<file path="config.mk">
export PLATFORM = sky130hd
export DESIGN_NAME = ps2_dir_decoder
export DESIGN_NICKNAME = d
export VERILOG_FILES = /design/src/rtl/ps2_dir_decoder.sv
export SDC_FILE = /design/constraint.sdc
export NUM_CORES = 1
export LEC_CHECK = 0
export BUFFER_PORTS_ARGS = -buffer_cell sky130_fd_sc_hd__buf_2
export CAP_MARGIN = 20
export CORE_AREA = 3 3 106 108
export DETAILED_ROUTE_END_ITERATION = 8
export DIE_AREA = 0 0 109 111
export GPL_TIMING_DRIVEN = 0
export PLACE_DENSITY = 0.59
export SKIP_LAST_GASP = 1
export SLEW_MARGIN = 30
export SYNTH_ARGS = -nofsm -noshare
export SYNTH_HDL_FRONTEND = slang
export SYNTH_SLANG_ARGS = --single-unit
</file>
<file path="constraint.sdc">
create_clock -name VGA_clk -period 4.7 [get_ports VGA_clk]
set_clock_uncertainty 0.2 [all_clocks]
set_input_delay 0.47 -clock VGA_clk [delete_from_list [all_inputs] [get_ports VGA_clk]]
set_output_delay 0.47 -clock VGA_clk [all_outputs]
set_load 0.02 [all_outputs]
</file>
<file path="src/rtl/ps2_dir_decoder.sv">
// PS/2 keyboard receiver with prefix decoding, scancode FIFO and snake
// direction tracking, all in the VGA_clk domain.
//
// Ports:
//   VGA_clk, rst_n       system clock, async active-low reset
//   KB_clk, KB_data      raw asynchronous PS/2 lines
//   code_valid/ready     show-ahead FIFO handshake
//   code_byte/ext/brk    head entry: scancode, E0 prefix, F0 prefix
//   direction            one-hot up/left/down/right, 0000 until first key
//   parity_err           pulse: bad odd parity
//   frame_err            pulse: bad stop bit or inter-bit timeout
//   overflow             pulse: entry dropped because FIFO full
module ps2_dir_decoder #(
   parameter int unsigned FILTER_LEN     = 4,
   parameter int unsigned TIMEOUT_CYCLES = 25000,
   parameter int unsigned FIFO_DEPTH     = 4,
   parameter logic [7:0]  KEY_UP         = 8'h1D,
   parameter logic [7:0]  KEY_LEFT       = 8'h1C,
   parameter logic [7:0]  KEY_DOWN       = 8'h1B,
   parameter logic [7:0]  KEY_RIGHT      = 8'h23,
   parameter logic [7:0]  EXT_UP         = 8'h75,
   parameter logic [7:0]  EXT_LEFT       = 8'h6B,
   parameter logic [7:0]  EXT_DOWN       = 8'h72,
   parameter logic [7:0]  EXT_RIGHT      = 8'h74,
   parameter bit          ALLOW_REVERSE  = 1'b0
) (
   input  logic       VGA_clk,
   input  logic       rst_n,
   input  logic       KB_clk,
   input  logic       KB_data,
   output logic       code_valid,
   input  logic       code_ready,
   output logic [7:0] code_byte,
   output logic       code_ext,
   output logic       code_brk,
   output logic [3:0] direction,
   output logic       parity_err,
   output logic       frame_err,
   output logic       overflow
);

   localparam int unsigned FW = (FILTER_LEN > 1) ? $clog2(FILTER_LEN) : 1;
   localparam int unsigned TW = $clog2(TIMEOUT_CYCLES + 1);
   localparam int unsigned AW = $clog2(FIFO_DEPTH);

   typedef enum logic [1:0] {
      S_IDLE,
      S_DATA,
      S_PARITY,
      S_STOP
   } state_t;

   // ---------------- input synchronisers and glitch filter
   logic          kc_s1_q, kc_s2_q;
   logic          kd_s1_q, kd_s2_q;
   logic          fclk_q, fclk_prev_q;
   logic [FW-1:0] fcnt_q;
   logic          sample;

   always_ff @(posedge VGA_clk or negedge rst_n) begin
      if (!rst_n) begin
         kc_s1_q     <= 1'b1;
         kc_s2_q     <= 1'b1;
         kd_s1_q     <= 1'b1;
         kd_s2_q     <= 1'b1;
         fclk_q      <= 1'b1;
         fclk_prev_q <= 1'b1;
         fcnt_q      <= '0;
      end else begin
         kc_s1_q     <= KB_clk;
         kc_s2_q     <= kc_s1_q;
         kd_s1_q     <= KB_data;
         kd_s2_q     <= kd_s1_q;
         fclk_prev_q <= fclk_q;
         if (kc_s2_q != fclk_q) begin
            if (fcnt_q == FW'(FILTER_LEN - 1)) begin
               fclk_q <= kc_s2_q;
               fcnt_q <= '0;
            end else begin
               fcnt_q <= fcnt_q + 1'b1;
            end
         end else begin
            fcnt_q <= '0;
         end
      end
   end

   assign sample = fclk_prev_q & ~fclk_q;

   // ---------------- frame receiver
   state_t        state_q;
   logic [2:0]    bitcnt_q;
   logic [7:0]    shift_q;
   logic          par_q;
   logic [TW-1:0] tcnt_q;
   logic          byte_ok_q;
   logic [7:0]    rx_byte_q;
   logic          perr_q, ferr_q;

   always_ff @(posedge VGA_clk or negedge rst_n) begin
      if (!rst_n) begin
         state_q   <= S_IDLE;
         bitcnt_q  <= '0;
         shift_q   <= '0;
         par_q     <= 1'b0;
         tcnt_q    <= '0;
         byte_ok_q <= 1'b0;
         rx_byte_q <= '0;
         perr_q    <= 1'b0;
         ferr_q    <= 1'b0;
      end else begin
         byte_ok_q <= 1'b0;
         perr_q    <= 1'b0;
         ferr_q    <= 1'b0;
         if (sample) begin
            tcnt_q <= '0;
            unique case (state_q)
               S_IDLE: begin
                  if (!kd_s2_q) begin
                     state_q  <= S_DATA;
                     bitcnt_q <= '0;
                  end
               end
               S_DATA: begin
                  shift_q  <= {kd_s2_q, shift_q[7:1]};
                  bitcnt_q <= bitcnt_q + 1'b1;
                  if (bitcnt_q == 3'd7) state_q <= S_PARITY;
               end
               S_PARITY: begin
                  par_q   <= kd_s2_q;
                  state_q <= S_STOP;
               end
               S_STOP: begin
                  state_q <= S_IDLE;
                  // A bad stop bit takes precedence over parity.
                  if (!kd_s2_q) begin
                     ferr_q <= 1'b1;
                  end else if (^{par_q, shift_q}) begin
                     byte_ok_q <= 1'b1;
                     rx_byte_q <= shift_q;
                  end else begin
                     perr_q <= 1'b1;
                  end
               end
               default: state_q <= S_IDLE;
            endcase
         end else if (state_q == S_IDLE) begin
            tcnt_q <= '0;
         end else if (tcnt_q == TW'(TIMEOUT_CYCLES - 1)) begin
            ferr_q  <= 1'b1;
            state_q <= S_IDLE;
            tcnt_q  <= '0;
         end else begin
            tcnt_q <= tcnt_q + 1'b1;
         end
      end
   end

   // ---------------- prefix resolution
   logic ext_q, brk_q;
   logic is_e0, is_f0, ent_vld;

   assign is_e0   = (rx_byte_q == 8'hE0);
   assign is_f0   = (rx_byte_q == 8'hF0);
   assign ent_vld = byte_ok_q & ~is_e0 & ~is_f0;

   always_ff @(posedge VGA_clk or negedge rst_n) begin
      if (!rst_n) begin
         ext_q <= 1'b0;
         brk_q <= 1'b0;
      end else if (perr_q || ferr_q) begin
         ext_q <= 1'b0;
         brk_q <= 1'b0;
      end else if (byte_ok_q) begin
         if (is_e0) begin
            ext_q <= 1'b1;
         end else if (is_f0) begin
            brk_q <= 1'b1;
         end else begin
            ext_q <= 1'b0;
            brk_q <= 1'b0;
         end
      end
   end

   // ---------------- scancode FIFO (extra pointer bit tells full from empty)
   logic [9:0]  mem_q [FIFO_DEPTH];
   logic [AW:0] wptr_q, rptr_q;
   logic        ovf_q;
   logic        empty, full, pop, push;

   assign empty = (wptr_q == rptr_q);
   assign full  = (wptr_q[AW-1:0] == rptr_q[AW-1:0]) &&
                  (wptr_q[AW] != rptr_q[AW]);
   assign pop   = ~empty & code_ready;
   assign push  = ent_vld & (~full | pop);

   always_ff @(posedge VGA_clk or negedge rst_n) begin
      if (!rst_n) begin
         for (int i = 0; i < int'(FIFO_DEPTH); i++) mem_q[i] <= '0;
         wptr_q <= '0;
         rptr_q <= '0;
         ovf_q  <= 1'b0;
      end else begin
         ovf_q <= ent_vld & full & ~pop;
         if (push) begin
            mem_q[wptr_q[AW-1:0]] <= {ext_q, brk_q, rx_byte_q};
            wptr_q <= wptr_q + 1'b1;
         end
         if (pop) rptr_q <= rptr_q + 1'b1;
      end
   end

   // ---------------- direction tracking
   logic [3:0] dir_q, req_dir, opp_dir;

   always_comb begin
      req_dir = 4'b0000;
      if (ent_vld && !brk_q) begin
         if (!ext_q) begin
            if (rx_byte_q == KEY_UP)         req_dir = 4'b0001;
            else if (rx_byte_q == KEY_LEFT)  req_dir = 4'b0010;
            else if (rx_byte_q == KEY_DOWN)  req_dir = 4'b0100;
            else if (rx_byte_q == KEY_RIGHT) req_dir = 4'b1000;
         end else begin
            if (rx_byte_q == EXT_UP)         req_dir = 4'b0001;
            else if (rx_byte_q == EXT_LEFT)  req_dir = 4'b0010;
            else if (rx_byte_q == EXT_DOWN)  req_dir = 4'b0100;
            else if (rx_byte_q == EXT_RIGHT) req_dir = 4'b1000;
         end
      end
   end

   // Rotating the one-hot by two gives the opposite heading.
   assign opp_dir = {dir_q[1:0], dir_q[3:2]};

   always_ff @(posedge VGA_clk or negedge rst_n) begin
      if (!rst_n) begin
         dir_q <= 4'b0000;
      end else if (req_dir != 4'b0000) begin
         if (ALLOW_REVERSE || (req_dir != opp_dir)) dir_q <= req_dir;
      end
   end

   assign code_valid = ~empty;
   assign code_byte  = mem_q[rptr_q[AW-1:0]][7:0];
   assign code_brk   = mem_q[rptr_q[AW-1:0]][8];
   assign code_ext   = mem_q[rptr_q[AW-1:0]][9];
   assign direction  = dir_q;
   assign parity_err = perr_q;
   assign frame_err  = ferr_q;
   assign overflow   = ovf_q;

endmodule

</file>
Word-level counts from Yosys, hierarchy flattened
Index checks and enable logic that the tools add are counted.
W data, S select, Z words.
{ "totals": {"register_bits": 101, "wordCells": 146} }
{ "classes": {"add_sub_neg": 5, "n_bitwise": 16, "mux": 50, "n_eq_ne": 26, "n_reduce_logical": 20, "n_lt_le_gt_ge": 3} }
{ "ops": {"columns": ["cell", "count"], "rows": [
  ["$mux W15", 3],
  ["$bwmux W40", 1],
  ["$mux W4", 10],
  ["$eq A8 B7 Y1 const B", 4],
  ["$mux W10", 3],
  ["$eq A8 B5 Y1 const B", 3],
  ["$mux W1", 21],
  ["$bmux W10 S2", 1],
  ["$demux W10 S2", 1],
  ["$eq A8 B8 Y1 const B", 2],
  ["$add A15 B1 Y15 const B", 1],
  ["$eq A15 B15 Y1 const B", 1],
  ["$mux W2", 7],
  ["$reduce_and A2 Y1", 6],
  ["$add A3 B1 Y3 const B", 3],
  ["$reduce_xor A9 Y1", 1],
  ["$eq A8 B6 Y1 const B", 1],
  ["$pmux W2 S4", 1],
  ["$reduce_and A4 Y1", 2],
  ["$and A1 B1 Y1", 7],
  ["$eq A2 B2 Y1 const B", 3],
  ["$ge A3 B3 Y1 const B", 2],
  ["$not A1 Y1", 6],
  ["$not A2 Y3", 2],
  ["22 further kinds", 28]
]} }

Longest topological paths before layout
{ "depth": {"word_depth": 9, "mapped_depth": 9} }

Least setup slack after synthesis
No wires, ideal clock.
{ "synth_path": {"path_kind": "reg-to-reg", "start": "register rx_byte_q[6]", "end": "register dir_q[0] (netlist: direction[0])", "synth_period_minus_slack_ps": 2434, "slack_ps": 2266, "setup_ps": 83, "arrival_time_ps": 2151, "path_stages_with_launch": 9, "required_time_ps": 4417, "cell_sequence": "dfrtp_1 > buf_6 > or4b_4 > nand2_1 > nand3_2 > xnor2_1 > o41ai_2 > o21ai_1 > o21ai_0"} }
{ "synth_between": {"elab_chain_len": 9, "word_cells_on_any_way": 28, "cone_classes": "eq/ne: 11; mux: 10; bitwise: 4; reduce/logical: 3"} }
{ "synth_rtl": {"columns": ["element", "line", "text"], "rows": [
  ["start: declaration", "97", "logic [7:0] rx_byte_q;"],
  ["start signal: assignment", "140", "rx_byte_q <= shift_q;"],
  ["$eq A8 B6 Y1 or $eq A8 B7 Y1 (tied branches)", "224, 229", null],
  ["$mux W4 (on tied branches)", "224, 229", null],
  ["$mux W4 (on tied branches)", "223, 228", null],
  ["$mux W4 (on tied branches)", "222, 227", null],
  ["$mux W4 (on tied branches)", "221, 226", null],
  ["$mux W4", "220", "if (!ext_q) begin"],
  ["$mux W4 (*)", "219", "if (ent_vld && !brk_q) begin"],
  ["$ne A4 B4 Y1 or $reduce_bool A4 Y1 (tied branches)", "241, 240", null],
  ["$reduce_and A2 Y1 (no line)", null, null],
  ["end signal: assignment", "241", "if (ALLOW_REVERSE || (req_dir != opp_dir)) dir_q <= req_dir;"],
  ["end: declaration", "215", "logic [3:0] dir_q, req_dir, opp_dir;"]
]} }
Mark *: on every way between the ends. The rest lies on a longest branch, timed or not.
A chain may end at the register's enable or synchronous reset.

Worst setup path after layout
{ "layout_path": {"start": "register rx_byte_q[7]", "end": "register dir_q[2] (netlist: direction[2])"} }
The elaborated chain is that of the path after synthesis.

==> flow_metrics.tcl <==
set metrics [dict create \
    final_common_cell "dfrtp_1" \
    most-common-layout-cells "dfrtp_1 (95), mux2_2 (54), buf_2 (31)" \
    grt_max_degree 60 \
    htree_levels 3 \
    gp_congestion 0.755 \
    multi_input_area_sq_um 2010 \
    synthFlopType "dfrtp_1" \
    rr_startpoint "rx_byte_q[7]" \
    max_stage_delay_ps 660 \
    crit_chain "buf_2, nor4bb_2, nand2b_2, o21ai_1, xor2_1, o41ai_2, o21ai_1, o21ai_0" \
    start_kind "flip-flop" \
    peakVddDrop_mv 0.241 \
    cpMaxStageDelayCell "o41ai_2" \
    hold_viol 0 \
    required_ps 4780 \
    worstHoldStart "kd_s1_q" \
    period_needed_ps 2720 \
    overflow 0 \
    cp_max_fo 10 \
    ys_types 42 \
    rsz0062_at_grt "false" \
    fmax_ghz 0.368 \
    cts_tree "done" \
    nNetsFinal 417 \
    grt_pass1_wl_um 14000 \
    post-route-cell-area_sq_um 5200 \
    synth_edf_count 0 \
    layout_worst_path_cycle_share 0.578 \
    finalSetupViolCount 0 \
    drc 0 \
    drv_slew 0 \
    setup_tns_ps 0 \
    pin_count 23 \
    syn_to_final_growth_pct 11.8 \
    synth.cell_area_sq_um 4650 \
    dr_total_vias 2788 \
    end_kind "flip-flop" \
    crit_arrival_ps 2800 \
    diodes 0 \
    hpwlAfterDp_um 5700 \
    grt_usage 0.149 \
    clockBufferDepth 2 \
    drt_iter0_markers 87 \
    netlist_instances 362 \
    outcome "finished, final reports clean" \
    leakagePower_uw 0.00251 \
    dr.pass1.iters 4 \
    wire_per_inst_um 15.5 \
    path_common_cell "o21ai_1" \
    max_slew_margin 0.525 \
    root_buffer "clkbuf_8" \
    cts_sinks 101 \
    worst_pin_slew_ps 712 \
    path_clk_slew_ps 90 \
    coreArea_sq_um 10300 \
    cts_setup_buffers 0 \
    cp-startpoint "rx_byte_q[7]" \
    yosysWarningCount 0 \
    die_h_um 111 \
    via_per_inst 5.17 \
    hold_class "reg2reg" \
    fillers 914 \
    r2r_setup_slack_ps 1980 \
    drt_wl_total_um 8340 \
    syn_area_per_cell_sq_um 12.8 \
    ys_seq_area_frac 0.545 \
    cap_violations 0 \
    grt_pass1_vias 2833 \
    port-buffer-count 22 \
    place_area_sq_um 4960 \
    postSynth.asyncResetShare 1.00 \
    ant_nets 0 \
    cts_buffers 9 \
    synthesis.nets 380 \
    die_x_um 109 \
    drive_gt1_frac 0.325 \
    antenna_found_initial 0 \
    powerDensity_nw_per_um2 385 \
    ys_seq_elements 101 \
    std_cell_rows 37 \
    clk_latency_ps 370 \
    start_util 0.450 \
    dieArea_sq_um 12100 \
    seqCellArea_sq_um 2530 \
    path_class "reg2reg" \
]
-- cell usage after synthesis (2+ instances only) --
master | count | area share
dfrtp_1 | 95 | 0.51
mux2_2 | 54 | 0.13
nand2_1 | 30 | 0.024
nor2_1 | 26 | 0.021
xnor2_1 | 20 | 0.038
o21ai_0 | 14 | 0.015
ha_1 | 13 | 0.035
nand3_1 | 11 | 0.012
xor2_1 | 11 | 0.021
buf_2 | 10 | 0.011
mux4_2 | 10 | 0.048
inv_1 | 7 | 0.0057
dfstp_2 | 6 | 0.034
o21ai_1 | 6 | 0.0065
nor3_1 | 5 | 0.0054
and3_1 | 4 | 0.0054
nand4_1 | 4 | 0.0054
nor2b_1 | 4 | 0.0054
a21oi_1 | 3 | 0.0032
clkbuf_1 | 3 | 0.0024
nor4_1 | 3 | 0.0040
a32o_1 | 2 | 0.0043
nand4b_1 | 2 | 0.0038
-- worst max-delay path, delay by kind of cell (launching register included) --
| family | cells | cell delay (ps) |
|---|---|---|
| and+or+nand+nor | 2 | 590 |
| xor gates and xnor gates | 1 | 120 |
| buffers and inverters | 1 | 180 |
| DFF | 1 | 360 |
| AOI/OAI and AO/OA | 4 | 1170 |
-- final timing paths --
kind                                      to  cells after the start
worst min register to register       kd_s2_q                      0
max in group asynchronous       direction[0]                      3
min in group asynchronous           overflow                      2
worst max register to register  direction[2]                      8
worst min-delay path                 kd_s2_q                      0
worst max-delay path            direction[2]                      8
-- sequential cells by signal, summed over array words and instances, names as in the netlist, 2 cells and up --
signal	cells
mem_q	40
tcnt_q	15
rx_byte_q	8
shift_q	8
direction	4
bitcnt_q	3
rptr_q	3
wptr_q	3
fcnt_q	2
state_q	2
-- per-stage QoR --
stage / util / total power [uW] / hold WS [ps] / worst slack [ps] / cells
floorplan: - / 1320 / -25.6 / 2270 / 362
global placement: 0.478 / 1430 / 146 / 1890 / 520
detailed placement: 0.480 / 1440 / 147 / 2000 / 521
CTS: 0.504 / 2030 / 160 / 1980 / 539
global route: 0.504 / 2130 / 166 / 1740 / 539
finish: 0.504 / 2000 / 159 / 1980 / 539
-- layout make-up --
| class | count | area share |
|---|---|---|
| Buffer | 15 | 0.0149 |
| Tap cell | 136 | 0.0327 |
| Multi-Input combinational cell | 239 | 0.387 |
| Clock inverter | 6 | 0.0171 |
| Timing Repair Buffer | 26 | 0.0320 |
| Sequential cell | 101 | 0.487 |
| Inverter | 7 | 0.00505 |
| Clock buffer | 9 | 0.0238 |
-- cell families after synthesis --
family	synth area share
muxes	0.186
DFF	0.545
xor gates and xnor gates	0.0619
AOI/OAI and AO/OA	0.0393
and+or+nand+nor	0.110
buffers and inverters	0.0223
adders and majority gates	0.0350
-- report_power, final --
part / switching, uW / internal [uW]
registers: 62.4 / 945
logic: 227 / 182
clock network: 290 / 297
-- metal layers --
metal	vias up	share of wire	global-route usage	wire length, um
met5	-	0	0	0
met4	0	0.015	0.0421	129
met3	9	0.030	0.0443	253
met2	27	0.49	0.244	4120
met1	1413	0.46	0.191	3840
li1	1339	-	-	-
-- timing repair --
action	in CTS	in global routing
hold endpoints to repair	54	0
resized for setup	0	0
hold buffers	3	0
(Power assumes the default switching activity.)
